File: src/rtl/cpu_pkg.sv
// cpu_pkg: shared opcode widths, opcodes, fetch FSM state type and the NOP encoding
package cpu_pkg;
    localparam int OPW = 4;
    localparam logic [OPW-1:0] OP_ADD  = 4'b0000;
    localparam logic [OPW-1:0] OP_SUB  = 4'b0001;
    localparam logic [OPW-1:0] OP_LW   = 4'b1000;
    localparam logic [OPW-1:0] OP_SW   = 4'b1001;
    localparam logic [OPW-1:0] OP_BEQ  = 4'b1100;
    localparam logic [OPW-1:0] OP_JMP  = 4'b1110;
    localparam logic [OPW-1:0] OP_HALT = 4'b1111;
    localparam logic [15:0] INSTR_NOP = 16'h0000;
    typedef enum logic {RUN, HALTED} fetch_state_t;
endpackage

File: src/rtl/fetch_stage_if.sv
// fetch_stage_if: fetch-stage bus.
//   Hazard/redirect inputs: stall, branch_taken/branch_target, jump/jump_target.
//   Instruction memory: imem_addr out, imem_rdata in.
//   IF/ID outputs: instr_out, op, pc_out, pc_plus1_out, valid_out, halted.
//   The master modport is the fetch stage; the slave modport is the environment.
interface fetch_stage_if #(parameter int PC_W = 8, parameter int INSTR_W = 16);
    logic               stall;
    logic               branch_taken;
    logic [PC_W-1:0]    branch_target;
    logic               jump;
    logic [PC_W-1:0]    jump_target;
    logic [PC_W-1:0]    imem_addr;
    logic [INSTR_W-1:0] imem_rdata;
    logic [INSTR_W-1:0] instr_out;
    logic [3:0]         op;
    logic [PC_W-1:0]    pc_out;
    logic [PC_W-1:0]    pc_plus1_out;
    logic               valid_out;
    logic               halted;
    modport master (
        input  stall, branch_taken, branch_target, jump, jump_target, imem_rdata,
        output imem_addr, instr_out, op, pc_out, pc_plus1_out, valid_out, halted
    );
    modport slave (
        output stall, branch_taken, branch_target, jump, jump_target, imem_rdata,
        input  imem_addr, instr_out, op, pc_out, pc_plus1_out, valid_out, halted
    );
endinterface

File: src/rtl/pc_reg.sv
// pc_reg: program counter register.
//   clk, reset   : clock and synchronous active-high reset (PC -> 0)
//   i_redirect   : load i_target (beats hold)
//   i_hold       : keep the current PC
//   o_pc         : current PC; otherwise increments each edge, wrapping at 2^PC_W
module pc_reg #(parameter int PC_W = 8) (
    input  logic            clk,
    input  logic            reset,
    input  logic            i_hold,
    input  logic            i_redirect,
    input  logic [PC_W-1:0] i_target,
    output logic [PC_W-1:0] o_pc
);
    logic [PC_W-1:0] r_pc;
    always_ff @(posedge clk)
        r_pc <= reset ? '0 : i_redirect ? i_target : i_hold ? r_pc : r_pc + PC_W'(1);
    assign o_pc = r_pc;
endmodule

File: src/rtl/fetch_stage.sv
// fetch_stage: instruction fetch with IF/ID register, stall, redirect flush and halt.
//   clk, reset : clock and synchronous active-high reset
//   bus        : fetch_stage_if.master (hazard/redirect inputs, imem port, IF/ID outputs)
//   FETCH_HALT_EN: when defined, opcode 4'b1111 parks fetch in HALTED until a redirect
//   or reset; when undefined, halted is 0 and 4'b1111 is fetched like any other opcode.
import cpu_pkg::*;
module fetch_stage #(parameter int PC_W = 8, parameter int INSTR_W = 16) (
    input logic clk,
    input logic reset,
    fetch_stage_if.master bus
);
    logic [PC_W-1:0]    w_pc;
    logic [PC_W-1:0]    w_target;
    logic               w_redirect;
    logic               w_in_halt;
    logic [INSTR_W-1:0] r_instr;
    logic [PC_W-1:0]    r_pc_out;
    logic               r_valid;

    assign w_redirect = bus.jump | bus.branch_taken;
    assign w_target   = bus.jump ? bus.jump_target : bus.branch_target;

    pc_reg #(.PC_W(PC_W)) u_pc (
        .clk        (clk),
        .reset      (reset),
        .i_hold     (bus.stall | w_in_halt),
        .i_redirect (w_redirect),
        .i_target   (w_target),
        .o_pc       (w_pc)
    );

    // A redirect flushes the wrong-path fetch; while halted, each unstalled edge inserts a bubble.
    always_ff @(posedge clk) begin
        if (reset || w_redirect || (!bus.stall && w_in_halt)) begin
            r_instr  <= INSTR_W'(INSTR_NOP);
            r_pc_out <= '0;
            r_valid  <= 1'b0;
        end else if (!bus.stall) begin
            r_instr  <= bus.imem_rdata;
            r_pc_out <= w_pc;
            r_valid  <= 1'b1;
        end
    end

`ifdef FETCH_HALT_EN
    fetch_state_t r_state;
    logic         r_halted;
    // Enter HALTED on the same edge that loads the halt opcode, so halted lines up with op == F.
    always_ff @(posedge clk) begin
        if (reset || w_redirect) begin
            r_state  <= RUN;
            r_halted <= 1'b0;
        end else if (r_state == RUN && !bus.stall && bus.imem_rdata[INSTR_W-1 -: OPW] == OP_HALT) begin
            r_state  <= HALTED;
            r_halted <= 1'b1;
        end
    end
    assign w_in_halt  = r_state == HALTED;
    assign bus.halted = r_halted;
`else
    assign w_in_halt  = 1'b0;
    assign bus.halted = 1'b0;
`endif

    assign bus.imem_addr    = w_pc;
    assign bus.instr_out    = r_instr;
    assign bus.op           = r_instr[INSTR_W-1 -: OPW];
    assign bus.pc_out       = r_pc_out;
    assign bus.pc_plus1_out = r_pc_out + PC_W'(1);
    assign bus.valid_out    = r_valid;
endmodule

File: src/flat_wrapper.sv
// flat-port wrapper written by rule: the top's interface ports become plain ports
module fetch_stage_flat 
#(parameter int PC_W = 8, parameter int INSTR_W = 16)
  (clk, reset, bus_stall, bus_branch_taken, bus_branch_target, bus_jump, bus_jump_target, bus_imem_rdata, bus_imem_addr, bus_instr_out, bus_op, bus_pc_out, bus_pc_plus1_out, bus_valid_out, bus_halted);
  fetch_stage_if #(.PC_W(PC_W), .INSTR_W(INSTR_W)) bus_i ();
  input logic clk;
  input logic reset;
  input wire logic [$bits(bus_i.stall)-1:0] bus_stall;
  input wire logic [$bits(bus_i.branch_taken)-1:0] bus_branch_taken;
  input wire logic [$bits(bus_i.branch_target)-1:0] bus_branch_target;
  input wire logic [$bits(bus_i.jump)-1:0] bus_jump;
  input wire logic [$bits(bus_i.jump_target)-1:0] bus_jump_target;
  input wire logic [$bits(bus_i.imem_rdata)-1:0] bus_imem_rdata;
  output wire logic [$bits(bus_i.imem_addr)-1:0] bus_imem_addr;
  output wire logic [$bits(bus_i.instr_out)-1:0] bus_instr_out;
  output wire logic [$bits(bus_i.op)-1:0] bus_op;
  output wire logic [$bits(bus_i.pc_out)-1:0] bus_pc_out;
  output wire logic [$bits(bus_i.pc_plus1_out)-1:0] bus_pc_plus1_out;
  output wire logic [$bits(bus_i.valid_out)-1:0] bus_valid_out;
  output wire logic [$bits(bus_i.halted)-1:0] bus_halted;
  assign bus_i.stall = bus_stall;
  assign bus_i.branch_taken = bus_branch_taken;
  assign bus_i.branch_target = bus_branch_target;
  assign bus_i.jump = bus_jump;
  assign bus_i.jump_target = bus_jump_target;
  assign bus_i.imem_rdata = bus_imem_rdata;
  assign bus_imem_addr = bus_i.imem_addr;
  assign bus_instr_out = bus_i.instr_out;
  assign bus_op = bus_i.op;
  assign bus_pc_out = bus_i.pc_out;
  assign bus_pc_plus1_out = bus_i.pc_plus1_out;
  assign bus_valid_out = bus_i.valid_out;
  assign bus_halted = bus_i.halted;
  fetch_stage #(.PC_W(PC_W), .INSTR_W(INSTR_W)) u_core (.clk(clk), .reset(reset), .bus(bus_i));
endmodule
File: config.mk
export PLATFORM = sky130hd
export DESIGN_NAME = fetch_stage_flat
export DESIGN_NICKNAME = d
export VERILOG_FILES = /design/src/rtl/cpu_pkg.sv /design/src/rtl/fetch_stage_if.sv /design/src/rtl/pc_reg.sv /design/src/rtl/fetch_stage.sv /design/src/flat_wrapper.sv
export SDC_FILE = /design/constraint.sdc
export NUM_CORES = 1
export LEC_CHECK = 0
export ABC_AREA = 1
export ABC_CLOCK_PERIOD_IN_PS = 1300
export CELL_PAD_IN_SITES_DETAIL_PLACEMENT = 1
export CELL_PAD_IN_SITES_GLOBAL_PLACEMENT = 2
export CORE_MARGIN = 2
export CORE_UTILIZATION = 20
export DETAILED_ROUTE_END_ITERATION = 10
export PLACE_DENSITY_LB_ADDON = 0.1
export SYNTH_ARGS = -nofsm -noshare
export SYNTH_HDL_FRONTEND = slang
export SYNTH_SLANG_ARGS = --single-unit
File: constraint.sdc
create_clock -name clk -period 1.3 [get_ports clk]
set_input_delay 0.195 -clock clk [delete_from_list [all_inputs] [get_ports clk]]
set_output_delay 0.195 -clock clk [all_outputs]
set_load 0.02 [all_outputs]
## After elaboration in Yosys (flattened, before gate mapping)

Cells that the tools add are included.
Widths: inputs -> output; s select.

| storage, ports and cells | value |
|---|---|
| register bits after elaboration | 33 |
| input port bits | 37 |
| output and inout bits | 46 |
| word-level logic and storage cells | 12 |

| operators by class | value |
|---|---|
| add/subtract/negate cells | 2 |
| equality and inequality tests | 1 |
| mux-type cells | 3 |
| bitwise logic cells | 1 |
| reduce and logical (&&, ||, !) cells | 1 |

Operator list:

| cell | number |
|---|---|
| $mux 8 | 3 |
| $add 8x1->8 const B | 2 |
| $ne 2x1->1 const B | 1 |
| $logic_or 1x1->1 | 1 |
| $or 1x1->1 | 1 |

## Depth between registers and ports, before layout

Gate-level depths: netlist of run 1.

| logic depth | value |
|---|---|
| depth in word-level cells | 3 |
| gate-level depth with buffers | 7 |
| depth with buffers taken out | 7 |

## Modules after synthesis

From an unflattened synthesis of run 1, not the netlist that was laid out.

| second synthesis, totals | value |
|---|---|
| cells, all modules | 250 |
| area, all modules | 1780.5 µm² |

Modules (own cells, without submodules):

| module | instances | cells an instance | area an instance (µm²) | seq. area each (µm²) |
|---|---|---|---|---|
| fetch_stage | 1 | 170 | 1258.7 | 500.5 |
| pc_reg | 1 | 80 | 521.8 | 160.2 |

## Worst setup path after synthesis of run 1

Ideal clock, no wire load.

| path | value |
|---|---|
| path type | register to output |
| start | reg u_core.r_pc_out[0], in the netlist u_core.bus.pc_out[0] |
| end | out bus_pc_plus1_out[6] |
| arrival | 1313 ps |
| required time | 1105 ps |
| path slack | -208 ps |
| stages on the path, launching flop included | 5 |
| buffers on the path | 0 |
| path through | dfxtp_1 > ha_1 > nand3_1 > nor2_1 > xor2_1 |

| between the ends | value |
|---|---|
| cells in the longest elaborated chain, start to end | 1 |

RTL lines:

| what | RTL line | source |
|---|---|---|
| start, declared | fetch_stage.sv:17 | `logic [PC_W-1:0] r_pc_out;` |
| start signal, assigned | fetch_stage.sv:40 | `r_pc_out <= w_pc;` |
| $add 8x1->8 | fetch_stage.sv:69 | `assign bus.pc_plus1_out = r_pc_out + PC_W'(1);` |
| end, declared | flat_wrapper.sv:18 | `output wire logic [$bits(bus_i.pc_plus1_out)-1:0] bus_pc_plus1_out;` |

No other way between the ends.

## Final worst setup path of run 1

Same ends and word-level chain as after synthesis.

==> results.yml, run 1 <==
outcome:
  outcome: "complete, but fails checks"
  violations: "negative setup slack"
synthesis:
  ys.flop_type: "dfxtp_1"
  synth_commonest_cells: "73 x nand2_1, 33 x dfxtp_1, 32 x a21oi_1"
  yosys.cell_count.top_type: "nand2_1"
  synth_fp_nets: 259
  synthTopCellsByArea: "dfxtp_1 41%, nand2_1 17%, a21oi_1 10%"
  syn_area_mm2: 0.00160
  synth_top_area_share_pct: 41.4
  yosys_warnings: 0
  synth.distinct_cells: 27
  netlist_instances: 220
  syn_avg_cell_area_um2: 7.25
  synth_enable_flop_cells: 0
  ys_seq_area_share_pct: 41.4
  synth_seq_cells: 33
  async_flop_share_pct: 0
  yosysTopAreaCell: "dfxtp_1"
placed_design:
  dp_slack_ns: -0.421
  numPortBuffers: 81
  dp_hpwl_mm: 3.90
  gp_congestion: 0.722
layout:
  area_growth_pct: 76.4
  final_nets: 363
  num-fill-cells: 947
  antenna_cells: 0
  drive_gt1_share_pct: 23.7
clock_tree:
  clk_pin_slew_ns: 0.07
  cts-buffers-inserted: 5
  clock_latency_ns: 0.28
  clk_path_buf_depth: 2
  cts_root_buf: "clkbuf_8"
  cts_sinks: 33
  cts_tree: "built"
  h-tree-depth: 2
  postCtsHoldBufs: 0
timing:
  setup_slack_ns: -0.233
  hold_viol: 0
  setup_violations: 6
  fin_tns_setup_ns: -1.04
  fmax_mhz: 652
  fin_skew_ns: 0.00451
  whs_ns: 0.459
  period_needed_ns: 1.53
  maxSlewViolCount: 0
  rsz0062_at_grt: "yes"
  period_share_pct: 118
critical_path:
  worst-path-max-fanout: 3
  r2r_start: "u_core.u_pc.o_pc[0]"
  critPathCaptureType: "output port"
  required_ns: 1.11
  start_kind: "flop"
  crit_start: "u_core.bus.pc_out[0]"
  critPathKind: "reg -> out"
  cp.arrival_ns: 1.34
global_route:
  grt_pass1_wl_mm: 8.11
  grt_max_degree: 26
  grt-ovfl-total: 0
  track_usage_pct: 11.9
  antenna_found_initial: 0
  grt_pass1_vias: 1704
route:
  ant_nets: 0
  wl_per_cell_um: 11.7
  drt_iter0_markers: 21
  drc: 0
  drt_wl_total_mm: 5.00
  routed_via_density: 4.00
  drt_first_pass_iters: 4
  num_vias: 1709
floorplanning:
  die_h_um: 93.3
  num_io_pins: 83
  fp-row-count: 32
  die_x_um: 93.3
  dieArea_mm2: 0.00871
  core_mm2: 0.00773
  start_util_pct: 20.6
min_path:
  worstHoldStart: "bus_imem_rdata[7]"
  hold_path.class: "in -> reg"
pwr:
  vdd_ir_drop_max_uv: 370
  power_mw: 2.52
  power_density_mw_per_mm2: 895
  leakagePower_nw: 1.31
run:
  maxCapViolations: 0
-- worst max-delay path, cell delays in order (launching register included) --
cell,delay [ns]
dfxtp_2,0.35
ha_2,0.20
nand3_4,0.10
nor2_4,0.13
xor2_2,0.13
buf_4,0.15
-- what timing repair did --
| item | 4_1_cts | 5_1_grt |
|---|---|---|
| endpoints found under the hold margin | 0 | 0 |
| pin swaps | 4 | 5 |
| setup buffers | 1 | 1 |
| gates resized for setup | 83 | 22 |
| endpoints found under the setup margin | 45 | 18 |
-- path summary, 6_finish.rpt --
kind / depth (start not counted) / slack (ns) / endpoint
worst max-delay path: 5 / -0.23 / bus_pc_plus1_out[6]
worst min-delay path: 3 / 0.46 / u_core.bus.instr_out[7]
worst max register to register: 6 / 0.16 / u_core.u_pc.o_pc[5]
worst min register to register: 2 / 0.46 / u_core.bus.instr_out[10]
-- cells by family (layout without fill, tap and decap cells) --
kind of cell,count (synthesis),count (layout),synth area share [%]
other cells,1,1,0.235
simple gates,98,98,26.7
fa+ha+maj,2,2,1.57
compound gates,51,51,17.3
flops,33,33,41.4
xor+xnor,6,6,3.29
buf+inv,29,134,9.49
-- layout make-up --
cell class                      instances  area (µm²)  share of cell area, %
Sequential cell                        33         671                   23.8
Clock buffer                            7        86.3                   3.07
Inverter                               15        56.3                   2.00
Tap cell                              102         128                   4.54
Clock inverter                          1        30.0                   1.07
Multi-Input combinational cell        158         863                   30.7
Timing Repair Buffer                  111         980                   34.8
-- through the flow --
stage | std cells | instance area [µm²] | util (%)
final | 427 | 2810 | 36.4
after global routing | 427 | 2810 | 36.4
after CTS | 426 | 2780 | 36.0
after detailed placement | 417 | 2690 | 34.8
after global placement | 417 | 2690 | 34.8
after floorplan | 220 | 1620 | -
-- power by group --
group / internal (mW) / total, mW / switching (mW) / leakage, nW
Combinational: 0.232 / 0.460 / 0.229 / 0.984
Clock: 0.625 / 0.995 / 0.370 / 0.0585
Sequential: 1.04 / 1.06 / 0.0192 / 0.272
-- registers in the layout, summed over array words and instances (netlist names) --
| register | cells |
|---|---|
| u_core.bus.valid_out | 1 |
| u_core.bus.instr_out | 16 |
| u_core.u_pc.o_pc | 8 |
| u_core.bus.pc_out | 8 |
-- cells in the final DEF (no fill, tap or decap), types with 4 or more instances in the layout --
cell type	instances
nand2_1	72
clkdlybuf4s50_1	36
buf_4	34
a21oi_1	32
dlygate4sd2_1	29
dfxtp_1	27
inv_1	12
nand3_1	8
nor2_1	6
o21ai_0	6
clkbuf_8	6
dfxtp_2	5
o21ai_1	4
clkbuf_2	4
-- routing by layer --
layer | track usage, % | part of all wire, % | up-vias
li1 | - | - | 909
met1 | 15.4 | 46 | 741
met2 | 18.3 | 45 | 55
met3 | 3.95 | 7.3 | 4
met4 | 4.41 | 1.4 | 0
met5 | 0 | 0 | -
(Power assumes the default switching activity.)
==> run 2: changes to the inputs <==
--- a/config.mk
+++ b/config.mk
@@ -13,6 +13,7 @@
 export CORE_UTILIZATION = 20
 export DETAILED_ROUTE_END_ITERATION = 10
 export PLACE_DENSITY_LB_ADDON = 0.1
+export SLEW_MARGIN = 5
 export SYNTH_ARGS = -nofsm -noshare
 export SYNTH_HDL_FRONTEND = slang
 export SYNTH_SLANG_ARGS = --single-unit
==> results of run 2 <==
No change in the layout: final DEF, timing and power equal those of run 1.
==> run 3: changes to the inputs <==
--- a/config.mk
+++ b/config.mk
@@ -9,10 +9,11 @@
 export ABC_CLOCK_PERIOD_IN_PS = 1300
 export CELL_PAD_IN_SITES_DETAIL_PLACEMENT = 1
 export CELL_PAD_IN_SITES_GLOBAL_PLACEMENT = 2
-export CORE_MARGIN = 2
+export CORE_MARGIN = 10
 export CORE_UTILIZATION = 20
 export DETAILED_ROUTE_END_ITERATION = 10
 export PLACE_DENSITY_LB_ADDON = 0.1
+export SKIP_CTS_REPAIR_TIMING = 1
 export SLEW_MARGIN = 5
 export SYNTH_ARGS = -nofsm -noshare
 export SYNTH_HDL_FRONTEND = slang
==> run 3 against run 2 <==
Effect of this change:
- the run still ends with negative setup slack left
- setup slack worse by 0.015 ns
- worst hold slack better by 0.00079 ns
- non-clock buffer count is 3 higher
- highest routed layer unchanged
==> results.yml, run 3 (synthesized netlist as in run 1, its figures left out) <==
critical_path:
  path_cells: "ha_2 -> nand3_2 -> nor2_2 -> xor2_2 -> buf_4"
  critPathKind: "reg -> out"
  cp.arrival_ns: 1.35
  start_kind: "flop"
  cpPeakStageDelay_ns: 0.37
  required_ns: 1.11
  worst-path-max-fanout: 3
  worst_path_max_delay_cell: "dfxtp_4"
  r2r_start: "u_core.u_pc.o_pc[2]"
  crit_start: "u_core.bus.pc_out[0]"
  critPathCaptureType: "output port"
timing:
  setup_violations: 6
  fin_tns_setup_ns: -0.962
  fin_skew_ns: 0.00369
  rsz0062_at_grt: "yes"
  period_share_pct: 119
  setup_slack_ns: -0.248
  fmax_mhz: 646
  whs_ns: 0.459
  maxSlewViolCount: 0
  period_needed_ns: 1.55
  hold_viol: 0
global_route:
  track_usage_pct: 9.43
  antenna_found_initial: 0
  grt-ovfl-total: 0
  grt_pass1_vias: 1903
  grt_pass1_wl_mm: 9.21
  grt_max_degree: 26
route:
  wl_per_cell_um: 13.2
  drt_wl_total_mm: 5.67
  ant_nets: 0
  routed_via_density: 4.07
  drt_iter0_markers: 55
  num_vias: 1750
  drt_first_pass_iters: 4
  drc: 0
layout:
  drive_gt1_share_pct: 22.0
  area_growth_pct: 86.3
  finalNonFillerCells: 430
  largest_reg_flops: 16
  antenna_cells: 0
  final_nets: 366
  final_common_cell: "nand2_1"
  layout_common_cells: "72 x nand2_1, 38 x dlymetal6s2s_1, 36 x clkdlybuf4s50_1, 36 x buf_4, 32 x a21oi_1"
clock_tree:
  cts_tree: "built"
  clock_latency_ns: 0.28
  clk_path_buf_depth: 2
  cts-buffers-inserted: 5
  clk_pin_slew_ns: 0.07
  cts_root_buf: "clkbuf_8"
  h-tree-depth: 2
  cts_sinks: 33
floorplanning:
  core_mm2: 0.00773
  die_x_um: 109
  die_h_um: 109
  dieArea_mm2: 0.0119
  num_io_pins: 83
  start_util_pct: 20.6
  fp-row-count: 32
outcome:
  violations: "negative setup slack"
  outcome: "complete, but fails checks"
placed_design:
  numPortBuffers: 81
  gp_congestion: 0.726
  dp_slack_ns: -0.437
  dp_cells: 421
  dp_hpwl_mm: 4.60
run:
  maxCapViolations: 0
pwr:
  power_mw: 2.55
  leakagePower_nw: 1.79
  vdd_ir_drop_max_uv: 418
  power_density_mw_per_mm2: 858
min_path:
  hold_path.class: "reg -> reg"
  worstHoldStart: "u_core.bus.instr_out[10]"
## run 3: cell types whose count changed in the layout (fill, tap and decap cells not counted), sizes merged
cell	change
buf	+2
clkbuf	-4
clkdlybuf4s15	-3
dlymetal6s2s	+37
dlygate4sd2	-29
## run 3: path summary, 6_finish.rpt
path	end	slack, ns	depth (start not counted)
setup / recovery	bus_pc_plus1_out[6]	-0.25	5
hold / removal	u_core.bus.instr_out[10]	0.46	2
setup reg to reg	u_core.u_pc.o_pc[5]	0.15	6
hold reg to reg	u_core.bus.instr_out[10]	0.46	2
## run 3: area by class of cell
cell class	count	area, µm²
inverters	15	56.3
flip-flops and latches	33	676
clock inverters	1	30.0
multi-input cells	158	836
clock buffers	7	86.3
fillers	928	4760
well taps	102	128
repair buffers	114	1160
## run 3: metal layers
| layer | up-vias | track usage, % | wire length (µm) |
|---|---|---|---|
| li1 | 919 | - | - |
| met1 | 771 | 11.9 | 2720 |
| met2 | 55 | 14.5 | 2480 |
| met3 | 5 | 3.39 | 408 |
| met4 | 0 | 3.35 | 68 |
| met5 | - | 0 | 0 |
## run 3: critical path, delay by kind of cell (launching register included)
kind,cells,cell delay (ns)
flops,1,0.37
fa+ha+maj,1,0.18
xor+xnor,1,0.13
buf+inv,1,0.15
simple gates,2,0.25
## run 3: where the power goes
part	internal, mW	switching, mW
Combinational	0.259	0.232
Clock	0.625	0.374
Sequential	1.04	0.0203
## run 3: through the flow
step,instance area [µm²],util (%)
final,2970,38.5
after global routing,2970,38.5
after CTS,2840,36.7
after detailed placement,2720,35.2
after global placement,2720,35.2
after floorplan,1620,-
